===== config.mk =====
export PLATFORM = sky130hd
export DESIGN_NAME = lsu_dbus_master
export DESIGN_NICKNAME = d
export VERILOG_FILES = /design/src/rtl/lsu_dbus_master_pkg.sv /design/src/rtl/lsu_dbus_master_load_align.sv /design/src/rtl/lsu_dbus_master.sv
export SDC_FILE = /design/constraint.sdc
export NUM_CORES = 1
export LEC_CHECK = 0
export ABC_AREA = 1
export BUFFER_PORTS_ARGS = -buffer_cell sky130_fd_sc_hd__buf_2
export CAP_MARGIN = 20
export CORE_UTILIZATION = 40
export CTS_CLUSTER_DIAMETER = 40
export CTS_CLUSTER_SIZE = 40
export DETAILED_ROUTE_END_ITERATION = 10
export PLACE_DENSITY = 0.73
export SLEW_MARGIN = 10
export SYNTH_ARGS = -nofsm -noshare
export SYNTH_HDL_FRONTEND = slang
export SYNTH_SLANG_ARGS = --single-unit

===== constraint.sdc =====
create_clock -name clk -period 2.6 [get_ports clk]
set_input_delay 0.13 -clock clk [delete_from_list [all_inputs] [get_ports clk]]
set_output_delay 0.13 -clock clk [all_outputs]
set_load 0.03 [all_outputs]

===== src/rtl/lsu_dbus_master_pkg.sv =====
// Shared memory-access codes, LSU state type and access-size helpers for the
// MEM-stage load/store unit.
package lsu_dbus_master_pkg;

  localparam logic [2:0] MEM_READ_NONE = 3'b000;
  localparam logic [2:0] MEM_READ_LB   = 3'b001;
  localparam logic [2:0] MEM_READ_LH   = 3'b010;
  localparam logic [2:0] MEM_READ_LW   = 3'b011;
  localparam logic [2:0] MEM_READ_LBU  = 3'b100;
  localparam logic [2:0] MEM_READ_LHU  = 3'b101;

  localparam logic [1:0] MEM_WRITE_NONE = 2'b00;
  localparam logic [1:0] MEM_WRITE_SB   = 2'b01;
  localparam logic [1:0] MEM_WRITE_SH   = 2'b10;
  localparam logic [1:0] MEM_WRITE_SW   = 2'b11;

  typedef enum logic [1:0] {
    LSU_IDLE = 2'b00,
    LSU_REQ  = 2'b01,
    LSU_WAIT = 2'b10,
    LSU_DONE = 2'b11
  } lsu_state_e;

  typedef enum logic [2:0] {LD_B, LD_BU, LD_H, LD_HU, LD_W} ld_type_e;

  typedef enum logic [1:0] {SZ_B, SZ_H, SZ_W} acc_size_e;

  // Reserved load codes 110/111 behave as LW.
  function automatic ld_type_e decode_load(input logic [2:0] mem_read);
    case (mem_read)
      MEM_READ_LB:  return LD_B;
      MEM_READ_LBU: return LD_BU;
      MEM_READ_LH:  return LD_H;
      MEM_READ_LHU: return LD_HU;
      default:      return LD_W;
    endcase
  endfunction

  // Loads take priority over stores when both codes are nonzero.
  function automatic acc_size_e access_size(input logic [2:0] mem_read,
                                            input logic [1:0] mem_write);
    if (mem_read != MEM_READ_NONE) begin
      case (mem_read)
        MEM_READ_LB, MEM_READ_LBU: return SZ_B;
        MEM_READ_LH, MEM_READ_LHU: return SZ_H;
        default:                   return SZ_W;
      endcase
    end
    case (mem_write)
      MEM_WRITE_SB: return SZ_B;
      MEM_WRITE_SH: return SZ_H;
      default:      return SZ_W;
    endcase
  endfunction

endpackage


===== src/rtl/lsu_dbus_master_load_align.sv =====
// Combinational load lane extraction with sign/zero extension; shared with
// the future D-cache read path.
module lsu_load_align
  import lsu_dbus_master_pkg::*;
(
  input  logic [31:0] rdata,
  input  logic [1:0]  offset,
  input  ld_type_e    ld_type,
  output logic [31:0] data
);

  logic [7:0]  byte_v;
  logic [15:0] half_v;

  assign byte_v = 8'(rdata >> {offset, 3'b000});
  assign half_v = 16'(rdata >> {offset[1], 4'b0000});

  always_comb begin
    data = rdata;
    unique case (ld_type)
      LD_B:    data = {{24{byte_v[7]}}, byte_v};
      LD_BU:   data = {24'h000000, byte_v};
      LD_H:    data = {{16{half_v[15]}}, half_v};
      LD_HU:   data = {16'h0000, half_v};
      default: data = rdata;
    endcase
  end

endmodule


===== src/rtl/lsu_dbus_master.sv =====
// MEM-stage load/store unit: drives the req/gnt/rvalid data bus, steers store
// lanes, aligns load data and stalls the pipeline while an access is in flight.
module lsu_dbus_master
  import lsu_dbus_master_pkg::*;
#(
  parameter int ADDR_W = 32,
  parameter int DATA_W = 32
) (
  input  logic              clk,
  input  logic              rst_n,
  input  logic [2:0]        mem_read,
  input  logic [1:0]        mem_write,
  input  logic [ADDR_W-1:0] addr,
  input  logic [DATA_W-1:0] wdata,
  output logic              lsu_stall,
  output logic [DATA_W-1:0] load_data,
  output logic              load_valid,
  output logic              misalign,
  output logic              dbus_req,
  output logic              dbus_we,
  output logic [ADDR_W-1:0] dbus_addr,
  output logic [3:0]        dbus_be,
  output logic [DATA_W-1:0] dbus_wdata,
  input  logic              dbus_gnt,
  input  logic              dbus_rvalid,
  input  logic [DATA_W-1:0] dbus_rdata
);

  lsu_state_e        state_q, state_d;
  acc_size_e         size;
  logic              is_load, op_valid, misaligned, start, rd_done;
  logic [3:0]        be_n;
  logic [DATA_W-1:0] wdata_n;
  logic [1:0]        offset_q;
  ld_type_e          ld_type_q;
  logic [DATA_W-1:0] aligned;

  assign is_load    = (mem_read != MEM_READ_NONE);
  assign op_valid   = is_load | (mem_write != MEM_WRITE_NONE);
  assign size       = access_size(mem_read, mem_write);
  assign misaligned = ((size == SZ_H) && addr[0]) ||
                      ((size == SZ_W) && (addr[1:0] != 2'b00));
  assign start      = (state_q == LSU_IDLE) && op_valid && !misaligned;
  assign rd_done    = (state_q == LSU_WAIT) && dbus_rvalid;
  assign dbus_req   = (state_q == LSU_REQ);

  always_comb begin
    be_n    = '1;
    wdata_n = '0;
    if (!is_load) begin
      unique case (size)
        SZ_B: begin
          be_n    = 4'b0001 << addr[1:0];
          wdata_n = {4{wdata[7:0]}};
        end
        SZ_H: begin
          be_n    = addr[1] ? 4'b1100 : 4'b0011;
          wdata_n = {2{wdata[15:0]}};
        end
        default: begin
          be_n    = '1;
          wdata_n = wdata;
        end
      endcase
    end
  end

  always_comb begin
    state_d   = state_q;
    lsu_stall = 1'b0;
    unique case (state_q)
      LSU_IDLE: begin
        if (start) begin
          state_d   = LSU_REQ;
          lsu_stall = 1'b1;
        end
      end
      LSU_REQ: begin
        lsu_stall = 1'b1;
        if (dbus_gnt) state_d = dbus_we ? LSU_DONE : LSU_WAIT;
      end
      LSU_WAIT: begin
        lsu_stall = 1'b1;
        if (dbus_rvalid) state_d = LSU_DONE;
      end
      default: state_d = LSU_IDLE;
    endcase
  end

  lsu_load_align u_load_align (
    .rdata   (dbus_rdata),
    .offset  (offset_q),
    .ld_type (ld_type_q),
    .data    (aligned)
  );

  always_ff @(posedge clk or negedge rst_n) begin
    if (!rst_n) begin
      state_q    <= LSU_IDLE;
      misalign   <= 1'b0;
      load_valid <= 1'b0;
      load_data  <= '0;
      dbus_we    <= 1'b0;
      dbus_be    <= '0;
      dbus_addr  <= '0;
      dbus_wdata <= '0;
      offset_q   <= '0;
      ld_type_q  <= LD_W;
    end else begin
      state_q    <= state_d;
      misalign   <= (state_q == LSU_IDLE) && op_valid && misaligned;
      load_valid <= rd_done;
      if (start) begin
        dbus_addr  <= {addr[ADDR_W-1:2], 2'b00};
        dbus_we    <= !is_load;
        dbus_be    <= be_n;
        dbus_wdata <= wdata_n;
        offset_q   <= addr[1:0];
        ld_type_q  <= decode_load(mem_read);
      end
      if (rd_done) load_data <= aligned;
    end
  end

endmodule


Word level (Yosys, flattened, before mapping)
Index checks and enable logic that the tools add are counted.
Word-level totals
  output and inout bits: 105
  word-level logic and storage cells: 68
  flip-flop bits (word level): 108
  input port bits: 105
Cells by class
  equality and inequality tests: 16
  bitwise logic cells: 1
  mux-type cells: 19
  reductions and logical operators: 19
  shifts and indexed selects: 3
Operator list (count)
  32-bit case mux with 4 select lines: 1
  32-bit case mux with 2 select lines: 1
  32-bit two-way mux: 1
  32-bit by 5-bit >> shifter with 16-bit output: 1
  32-bit by 5-bit >> shifter with 8-bit output: 1
  3-bit case mux with 4 select lines: 1
  2-bit two-way mux: 5
  3-bit by 2-bit == test with 1-bit output (second input constant): 3
  4-bit two-way mux: 2
  2-bit case mux with 2 select lines: 2
  4-bit case mux with 2 select lines: 1
  2-bit by 1-bit == test with 1-bit output (second input constant): 3
  2-bit == test (second input constant): 3
  3-bit by 1-bit == test with 1-bit output (second input constant): 2
  3-bit == test (second input constant): 2
  1-bit logical AND: 6
  2-bit case mux with 3 select lines: 1
  2-bit OR reduction: 3
  2-bit zero test: 2
  2-bit != test (second input constant): 2
  2-bit nonzero test: 2
  1-bit by 2-bit << shifter with 4-bit output (first input constant): 1
  3-bit zero test: 1
  1-bit two-way mux: 3
  other kinds (7): 8

Longest topological paths before layout
Gate-level depths: netlist of the first run.
  depth in word-level cells: 12
  gate-level depth with buffers: 12
  mapped depth without buffers: 11

Cells and area by module
From an unflattened synthesis of the first run, not the netlist that was laid out.
Unflattened totals
  cell total of the unflattened synthesis: 701
  area, all modules: 5512.8 um^2
Modules (own cells, without submodules)
  lsu_dbus_master: seq. area each 2703.8 um^2, cells an instance 545, instances 1, area each 4664.5 um^2
  lsu_load_align: seq. area each 0.0 um^2, cells an instance 156, instances 1, area each 848.3 um^2

Worst setup path after synthesis of the first run
Ideal clock, no wire load.
  path type: reg2out
  start point: reg state_q[0]
  end point: out lsu_stall
  slack: 0.777 ns
  data required time: 2.470 ns
  arrival time: 1.693 ns
  buffers on the path: 2
  stages on the path, launching flop included: 9
  cells stage by stage: dfrtp_1 > inv_1 > ha_1 > o21ai_2 > inv_1 > nand3_2 > buf_4 > buf_4 > a21oi_1
Between the ends
  longest elaborated chain between the ends: 5
  elaborated cells on any way between the ends: 8
  those cells by class: eq/ne: 2; mux: 2; reduce/logical: 4
RTL lines
  from (decl): RTL line lsu_dbus_master.sv:29  | lsu_state_e state_q, state_d;
  from (signal assigned): RTL line lsu_dbus_master.sv:110  | state_q <= state_d;
  2-bit zero test: RTL line lsu_dbus_master.sv:43, lsu_dbus_master.sv:71
  1-bit logical AND (2 in a row): RTL line lsu_dbus_master.sv:43  | assign start = (state_q == LSU_IDLE) && op_valid && !misaligned;
  1-bit two-way mux: RTL line lsu_dbus_master.sv:73  | if (start) begin
  1-bit case mux with 2 select lines *: RTL line lsu_dbus_master.sv:71  | unique case (state_q)
  to (decl): RTL line lsu_dbus_master.sv:15  | output logic lsu_stall,
Mark *: on every way between the ends. The rest lies on a longest branch, timed or not.

Worst setup path after layout of the first run
Same ends and word-level chain as after synthesis.

==> impl_metrics.toml, run 1 <==
[status]
outcome = "completed"

[floorplanning]
ios = 210
row_count = 41
die_w_microns = 116
start_util_pct = 41.4
die_area_sq_um = 13600
core_area_sq_um = 12700
fp.dieH_microns = 116

[final_layout]
diodes = 0
mostFrequentLayoutCell = "nand2_1"
final_layout_size_suffix_gt1_share_pct = 29.2
layout_common_cells = "232 x nand2_1, 206 x buf_2, 107 x dfrtp_1"
areaGrowthSynthToFinish_pct = 34.1
nNetsFinal = 990
final_area_sq_um = 7030

[sta]
worst_pin_slew_ns = 0.759
setup_ws_ns = 0.360
relSlewSlack_pct = 49.4
finalSetupTns_ns = 0
hold_viol_final = 0
rsz0062_at_grt = "no"
timing.fmax_mhz = 446
finalCriticalPeriod_ns = 2.24
finalMaxSlewViolations = 0
fin_skew_ns = 0.00878
period_share_pct = 86.2
setup_viol = 0

[cts]
htreeDepth = 3
post_cts_buffers = 0
insertion_delay_ns = 0.35
clkSinkCount = 108
ctsLongestPathBuffers = 2
cts_buffers = 9
path_clk_slew_ns = 0.07
cts_tree = "yes"
cts_root_buf = "clkbuf_16"

[power]
ir_drop_mv = 0.749
internal_power_mw = 4.41
leakage_nw = 3.88
clkPwrFrac_pct = 16.7
pwr-share-seq_pct = 33.3
combinationalPowerShare_pct = 50.0
p_switching_mw = 4.12
p_per_area_nw_per_um2 = 1210
swShare_pct = 48.3

[route]
routed_wirelength_mm = 15.2
via_count = 5219
drt-vias-per-instance = 4.94
drc = 0
antenna_left = 0
drt_pass1_iterations = 5
drt_iter0_markers = 410
routedWlPerCell_microns = 14.4

[worst_setup_path]
critPathCaptureType = "primary output"
startpoint = "state_q[0]"
r2r-start = "ld_type_q[2]"
r2r_slack_ns = 0.63
crit_top_cell = "inv_1"
critPathRequiredTime_ns = 2.47
cp_cell_sequence = "inv_1 -> ha_1 -> o21ai_2 -> inv_1 -> nand3_2 -> a21oi_1 -> buf_2"
critPathKind = "register to primary output"
max_stage_delay_ns = 0.41
cp.arrival_ns = 2.11
slowest_stage = "dfrtp_1"
cp-start-kind = "register"
cp_max_fo = 21

[synthesis]
yosys_warnings = 0
synth_xor_area_share_pct = 0
syn_inst = 653
syn-cell-area_sq_um = 5240
yosysUniqueCellTypes = 33
synth_top_family_by_area = "simple AND/OR/NAND/NOR gates"
synth.ff_latch_count = 108
ys_seq_area_share_pct = 51.6
yosys.area_share.adder_pct = 1.43
synthSimpleGateAreaFrac_pct = 24.5
synth_mux_area_share_pct = 0.191
synth_compound_area_share_pct = 13.8
syn_area_per_cell_sq_um = 8.02

[grt]
grt_pass1_wl_mm = 23.7
grt_usage_pct = 22.6
antenna_found_initial = 0
grt_pass1_vias = 4826
overflow = 0
grt_max_degree = 57

[placement]
portBuffers = 207
gp_congestion = 0.881
dp_hpwl_mm = 10.5
place_area_sq_um = 6400
pre_cts_ws_ns = 0.649

[worst_hold_path]
holdCritStartpoint = "dbus_rdata[1]"
hold_class = "input port to register"

[flow_run]
max_cap_viol_count = 0
[logic make-up (layout without fill, tap and decap cells)]
| group | count (synthesis) | in the layout |
|---|---|---|
| buffers and inverters | 99 | 329 |
| adders and majority gates | 6 | 6 |
| muxes | 1 | 1 |
| AOI/OAI and AO/OA | 127 | 127 |
| other | 1 | 2 |
| and+or+nand+nor | 311 | 311 |
| DFF | 108 | 108 |
[timing repair]
| item | 4_1_cts | 5_1_grt |
|---|---|---|
| endpoints found under the setup margin | 0 | 0 |
| hold buffers | 31 | 0 |
| resized for setup | 0 | 0 |
| hold endpoints to repair | 51 | 0 |
[Yosys cell counts]
master,n,area (sq um)
nand3_2,2,20.0
buf_1,2,7.51
buf_4,10,75.1
o21ai_0,43,215
nor3_2,1,10.0
buf_2,13,65.1
dfstp_2,1,26.3
nand3b_1,1,7.51
o22ai_1,8,50.1
nor3_1,1,5.00
mux2i_1,1,10.0
o21ai_1,22,110
a31oi_1,6,37.5
a21oi_1,29,145
o21ai_2,10,87.6
dfrtp_1,107,2680
nand3_1,50,250
or2_2,7,43.8
nand2_1,232,871
inv_1,64,240
nand2_2,1,6.26
conb_1,1,3.75
o21bai_1,1,7.51
o211ai_1,2,15.0
nor2_4,1,11.3
clkbuf_1,8,30.0
a221oi_1,1,8.76
nor2_1,13,48.8
or2_1,1,6.26
ha_1,6,75.1
nor2_2,1,6.26
buf_6,2,22.5
o221ai_1,5,43.8
[power groups by stage]
stage	registers, mW	clock network, mW	logic (mW)
final	2.85	1.42	4.26
after global routing	2.93	1.52	4.69
after CTS	2.84	1.45	4.27
after detailed placement	2.85	0	4.23
after global placement	2.85	0	4.16
after floorplan	4.03	0	1.79
[stage by stage]
stage	hold WS [ns]	utilization, %	cells	total power, mW
after CTS	0.0430	55.4	1056	8.56
after global routing	0.0742	55.4	1056	9.13
final	0.0585	55.4	1056	8.53
after floorplan	-0.166	-	654	5.82
after global placement	0.0422	50.5	1009	7.01
after detailed placement	0.0471	50.5	1009	7.08
[sequential cells by signal, summed over array words and instances, names as in the netlist]
register and flops:
offset_q 2, load_data 32, dbus_addr 30, dbus_we 1, state_q 2, ld_type_q 3, load_valid 1, dbus_wdata 32
dbus_be 4, misalign 1
[metal layers]
layer,global-route usage [%],routed length [microns],up-vias
met5,0,0,-
met4,8.12,305,0
met3,4.51,1280,24
met2,36.4,6990,242
met1,30.2,6580,2403
li1,-,-,2550
[layout make-up]
type | count | area, sq um
clock buffer | 10 | 239
timing repair buffer | 249 | 1460
sequential | 108 | 2700
tap | 172 | 215
clock inverter | 6 | 71.3
multi-input combinational | 447 | 2100
fill | 1171 | 5650
inverter | 64 | 240
[worst max-delay path: cells and delay by family (launching register included)]
family / cells / cell delay, ns
flops: 1 / 0.41
simple gates: 1 / 0.39
compound gates: 2 / 0.36
buf+inv: 3 / 0.39
fa+ha+maj: 1 / 0.20
[path summary, 6_finish.rpt]
kind                                  endpoint  depth (start not counted)
worst min register to register  dbus_wdata[23]                          2
max in group asynchronous         dbus_addr[5]                          3
worst min-delay path              load_data[1]                          3
worst max-delay path                 lsu_stall                          7
worst max register to register   load_data[27]                          5
min in group asynchronous        load_data[22]                          2
(Power assumes the default switching activity.)
==> inputs of run 2 (changes only) <==
CORE_MARGIN = 4   (was unset)
==> impl_metrics.toml, run 2 (synthesis gave the netlist of run 1 again) <==
[status]
outcome = "completed"

[sta]
timing.fmax_mhz = 446
finalCriticalPeriod_ns = 2.24
fin_skew_ns = 0.00849
finalMaxSlewViolations = 0
rsz0062_at_grt = "no"
period_share_pct = 86.2
hold_viol_final = 0
relSlewSlack_pct = 46.2
setup_viol = 0
worst_pin_slew_ns = 0.806
fin_worst_hold_slack_ns = 0.0476
finalSetupTns_ns = 0

[worst_setup_path]
cp-start-kind = "register"
r2r_slack_ns = 0.62
crit_family = "flip-flops"
reg2regPathDepth = 9
max_stage_delay_ns = 0.42
critPathCaptureType = "primary output"
r2r-start = "offset_q[1]"
critPathRequiredTime_ns = 2.47
crit_top_cell = "inv_1"
cp_cell_sequence = "inv_1 -> ha_1 -> o21ai_2 -> inv_1 -> nand3_2 -> a21oi_1 -> buf_2"
startpoint = "state_q[1]"
slowest_stage = "dfrtp_1"
path_buf_inv = 3
cp_max_fo = 19
critPathKind = "register to primary output"
worstReg2RegEnd = "load_data[16]"
cp.arrival_ns = 2.11

[floorplanning]
core_area_sq_um = 12700
row_count = 41
die_area_sq_um = 15000
start_util_pct = 41.2
fp.dieH_microns = 122
ios = 210
die_w_microns = 122

[worst_hold_path]
whs_path_depth = 3
holdCritStartpoint = "dbus_rdata[1]"
hold_class = "input port to register"
hold_end = "load_data[1]"

[grt]
grt_max_degree = 78
antenna_found_initial = 0
grt_usage_pct = 21.0
grt_pass1_wl_mm = 25.0
overflow = 0
grt_pass1_vias = 4993

[power]
ir_drop_mv = 0.631
p_per_area_nw_per_um2 = 1230
leakage_nw = 3.89

[cts]
cts_tree = "yes"
ctsResizeCount = 0
ctsLongestPathBuffers = 2
cts_buffers = 9
path_clk_slew_ns = 0.07
post_cts_buffers = 0
clkSinkCount = 108
insertion_delay_ns = 0.35
htreeDepth = 3
cts_root_buf = "clkbuf_16"

[route]
drt_iter0_markers = 419
routedWlPerCell_microns = 14.8
via_count = 5239
drt-vias-per-instance = 4.96
routed_wirelength_mm = 15.7
antenna_left = 0
drt_pass1_iterations = 5
drc = 0

[final_layout]
mostFrequentLayoutCell = "nand2_1"
multi_input_area_sq_um = 2100
areaGrowthSynthToFinish_pct = 34.4
n_fill_cell = 1217
layout_common_cells = "232 x nand2_1, 206 x buf_2, 107 x dfrtp_1"
nNetsFinal = 989
reg.largest.list = "dbus_wdata x32, load_data x32, dbus_addr x30"
finalNonFillerCells = 1056
final_layout_size_suffix_gt1_share_pct = 29.0
seqCellArea_sq_um = 2700

[placement]
gp_congestion = 0.860
dp_hpwl_mm = 11.1
portBuffers = 207
dp_cells = 1008

[flow_run]
max_cap_viol_count = 0
[run 2: layout make-up]
class                   count  share of cell area [%]
well taps                 172                    3.06
inverters                  64                    3.41
clock buffers              12                    3.64
clock inverters             4                    1.10
flip-flops and latches    108                    38.4
repair buffers            248                    20.6
diodes                      1                  0.0355
multi-input cells         447                    29.8
[run 2: worst max path at each step]
stage | to | slack (ns) | cells past startpoint
6_report | lsu_stall | 0.36 | 7
5_1_grt | lsu_stall | 0.18 | 7
3_5_place_dp | load_data[21] | 0.65 | 9
4_1_cts | lsu_stall | 0.32 | 7
3_3_place_gp | dbus_wdata[30] | 0.67 | 9
2_1_floorplan | lsu_stall | 0.78 | 8
[run 2: tightest hold or removal path: stages]
cell	delay, ns
buf_2	0.08
o211ai_1	0.09
nand2_1	0.06
[run 2: where the power goes]
group	leakage (nW)	switching [mW]	internal, mW	total [mW]
combinational	2.38	3.04	1.24	4.28
sequential	1.35	0.433	2.39	2.82
clock	0.164	0.637	0.906	1.54
total	3.89	4.11	4.53	8.64
[run 2: layer usage]
layer	global-route usage [%]	share of wire, %	up-vias
met5	0	0	-
met3	4.70	9.5	22
met2	32.3	45	256
li1	-	-	2548
met4	7.63	2.1	0
met1	29.3	43	2413
[run 2: metrics by stage]
stage / power [mW] / util, % / worst slack [ns] / cell area, sq um
CTS: 8.70 / 55.4 / 0.321 / 7040
detailed placement: 7.09 / 50.3 / 0.649 / 6400
global route: 9.24 / 55.4 / 0.177 / 7040
floorplan: 5.82 / - / 0.777 / 5240
global placement: 7.04 / 50.3 / 0.667 / 6400
finish: 8.64 / 55.4 / 0.358 / 7040
[run 2: timing repair]
item	4_1_cts	5_1_grt
endpoints found under the setup margin	0	0
endpoints found under the hold margin	61	0
hold buffers	31	0
==> inputs of run 3 (changes only) <==
clock period = 2.2 ns   (was 2.6 ns; I/O delays follow)
==> impl_metrics.toml, run 3 (synthesis gave the netlist of run 1 again) <==
[status]
outcome = "completed"

[route]
drt-vias-per-instance = 4.92
drt_pass1_iterations = 7
antenna_left = 0
drt_iter0_markers = 427
drc = 0
via_count = 5216
routed_wirelength_mm = 15.7
routedWlPerCell_microns = 14.8

[final_layout]
final_layout_size_suffix_gt1_share_pct = 29.6
multi_input_area_sq_um = 2100
final_area_sq_um = 7090
mostFrequentLayoutCell = "nand2_1"
finalNonFillerCells = 1061
reg.largest.list = "dbus_wdata x32, load_data x32, dbus_addr x30"
areaGrowthSynthToFinish_pct = 35.3
post-route-util_pct = 55.7
diodes = 0
seqCellArea_sq_um = 2700
n_fill_cell = 1188
nNetsFinal = 995
layout_common_cells = "232 x nand2_1, 206 x buf_2, 107 x dfrtp_1"

[sta]
finalMaxSlewViolations = 0
setup_ws_ns = 0.151
fin_skew_ns = 0.00939
finalSetupTns_ns = 0
timing.fmax_mhz = 488
period_share_pct = 93.1
fin_worst_hold_slack_ns = 0.0258
finalCriticalPeriod_ns = 2.05
hold_viol_final = 0
setup_viol = 0
worst_pin_slew_ns = 0.691
relSlewSlack_pct = 53.6
rsz0062_at_grt = "no"

[cts]
ctsLongestPathBuffers = 2
cts_hold_buf = 31
cts_buffers = 9
post_cts_buffers = 0
htreeDepth = 3
cts_root_buf = "clkbuf_16"
path_clk_slew_ns = 0.07
cts_tree = "yes"
clkSinkCount = 108
ctsResizeCount = 0
insertion_delay_ns = 0.36

[power]
ir_drop_mv = 0.781
power_mw = 10.2
p_per_area_nw_per_um2 = 1440
leakage_nw = 3.92

[floorplanning]
fp.dieH_microns = 122
ios = 210
core_area_sq_um = 12700
die_w_microns = 122
die_area_sq_um = 15000
start_util_pct = 41.2
row_count = 41

[grt]
grt_pass1_wl_mm = 24.7
antenna_found_initial = 0
grt_max_degree = 49
overflow = 0
grt_pass1_vias = 4923
grt_usage_pct = 20.9

[worst_hold_path]
hold_class = "input port to register"

[placement]
dp_cells = 1014
pre_cts_ws_ns = 0.355
portBuffers = 207
place_area_sq_um = 6440
gp_congestion = 0.903
dp_hpwl_mm = 11.3

[worst_setup_path]
max_stage_delay_ns = 0.42
critPathCaptureType = "primary output"
critPathRequiredTime_ns = 2.09
crit_family = "flip-flops"
path_buf_inv = 3
cp_cell_sequence = "inv_1 -> ha_1 -> o21ai_2 -> inv_1 -> nand3_2 -> a21oi_1 -> buf_2"
cp-start-kind = "register"
critPathKind = "register to primary output"
slowest_stage = "dfrtp_1"
crit_top_cell = "inv_1"
cp_max_fo = 12
cp.arrival_ns = 1.94

[flow_run]
max_cap_viol_count = 0
==> run 3: cell count changes in the layout (fill, tap and decap cells not counted) <==
cell / change
inv_8: +1
clkinv_4: +1
buf_4: +6
clkinv_8: +1
clkbuf_1: -1
clkinv_2: +1
clkbuf_8: -2
diode_2: -1
inv_6: -1
==> run 3: cell type report <==
class,instances,share of cell area (%)
clock buffers,9,3.18
repair buffers,254,21.1
well taps,172,3.04
clock inverters,7,1.55
flip-flops and latches,108,38.1
multi-input cells,447,29.6
inverters,64,3.39
==> run 3: where the power goes <==
| group | switching (mW) | total, mW | internal, mW |
|---|---|---|---|
| combinational | 3.62 | 5.10 | 1.48 |
| clock | 0.785 | 1.81 | 1.02 |
| sequential | 0.493 | 3.31 | 2.82 |
==> run 3: worst register-to-register path, delay by kind of cell, from the launching register on <==
family | cells | cell delay, ns
AO/OA/AOI/OAI | 1 | 0.11
buffers and inverters | 2 | 0.23
flip-flops | 1 | 0.74
AND/OR/NAND/NOR | 3 | 0.64
==> run 3: path summary, 6_finish.rpt <==
check	start	end	slack (ns)	depth (start not counted)
setup / recovery	state_q[0]	lsu_stall	0.15	7
hold / removal	dbus_rdata[1]	load_data[1]	0.03	3
setup reg to reg	ld_type_q[2]	load_data[18]	0.38	6
hold reg to reg	dbus_addr[31]	dbus_addr[31]	0.48	2
max in group asynchronous	rst_n	ld_type_q[2]	1.21	3
min in group asynchronous	rst_n	dbus_addr[30]	0.27	2
==> run 3: per-layer routing <==
layer	wire length [microns]	global-route usage [%]
met1	6760	29.1
met2	7080	32.4
met3	1540	4.75
met4	284	7.07
met5	0	0
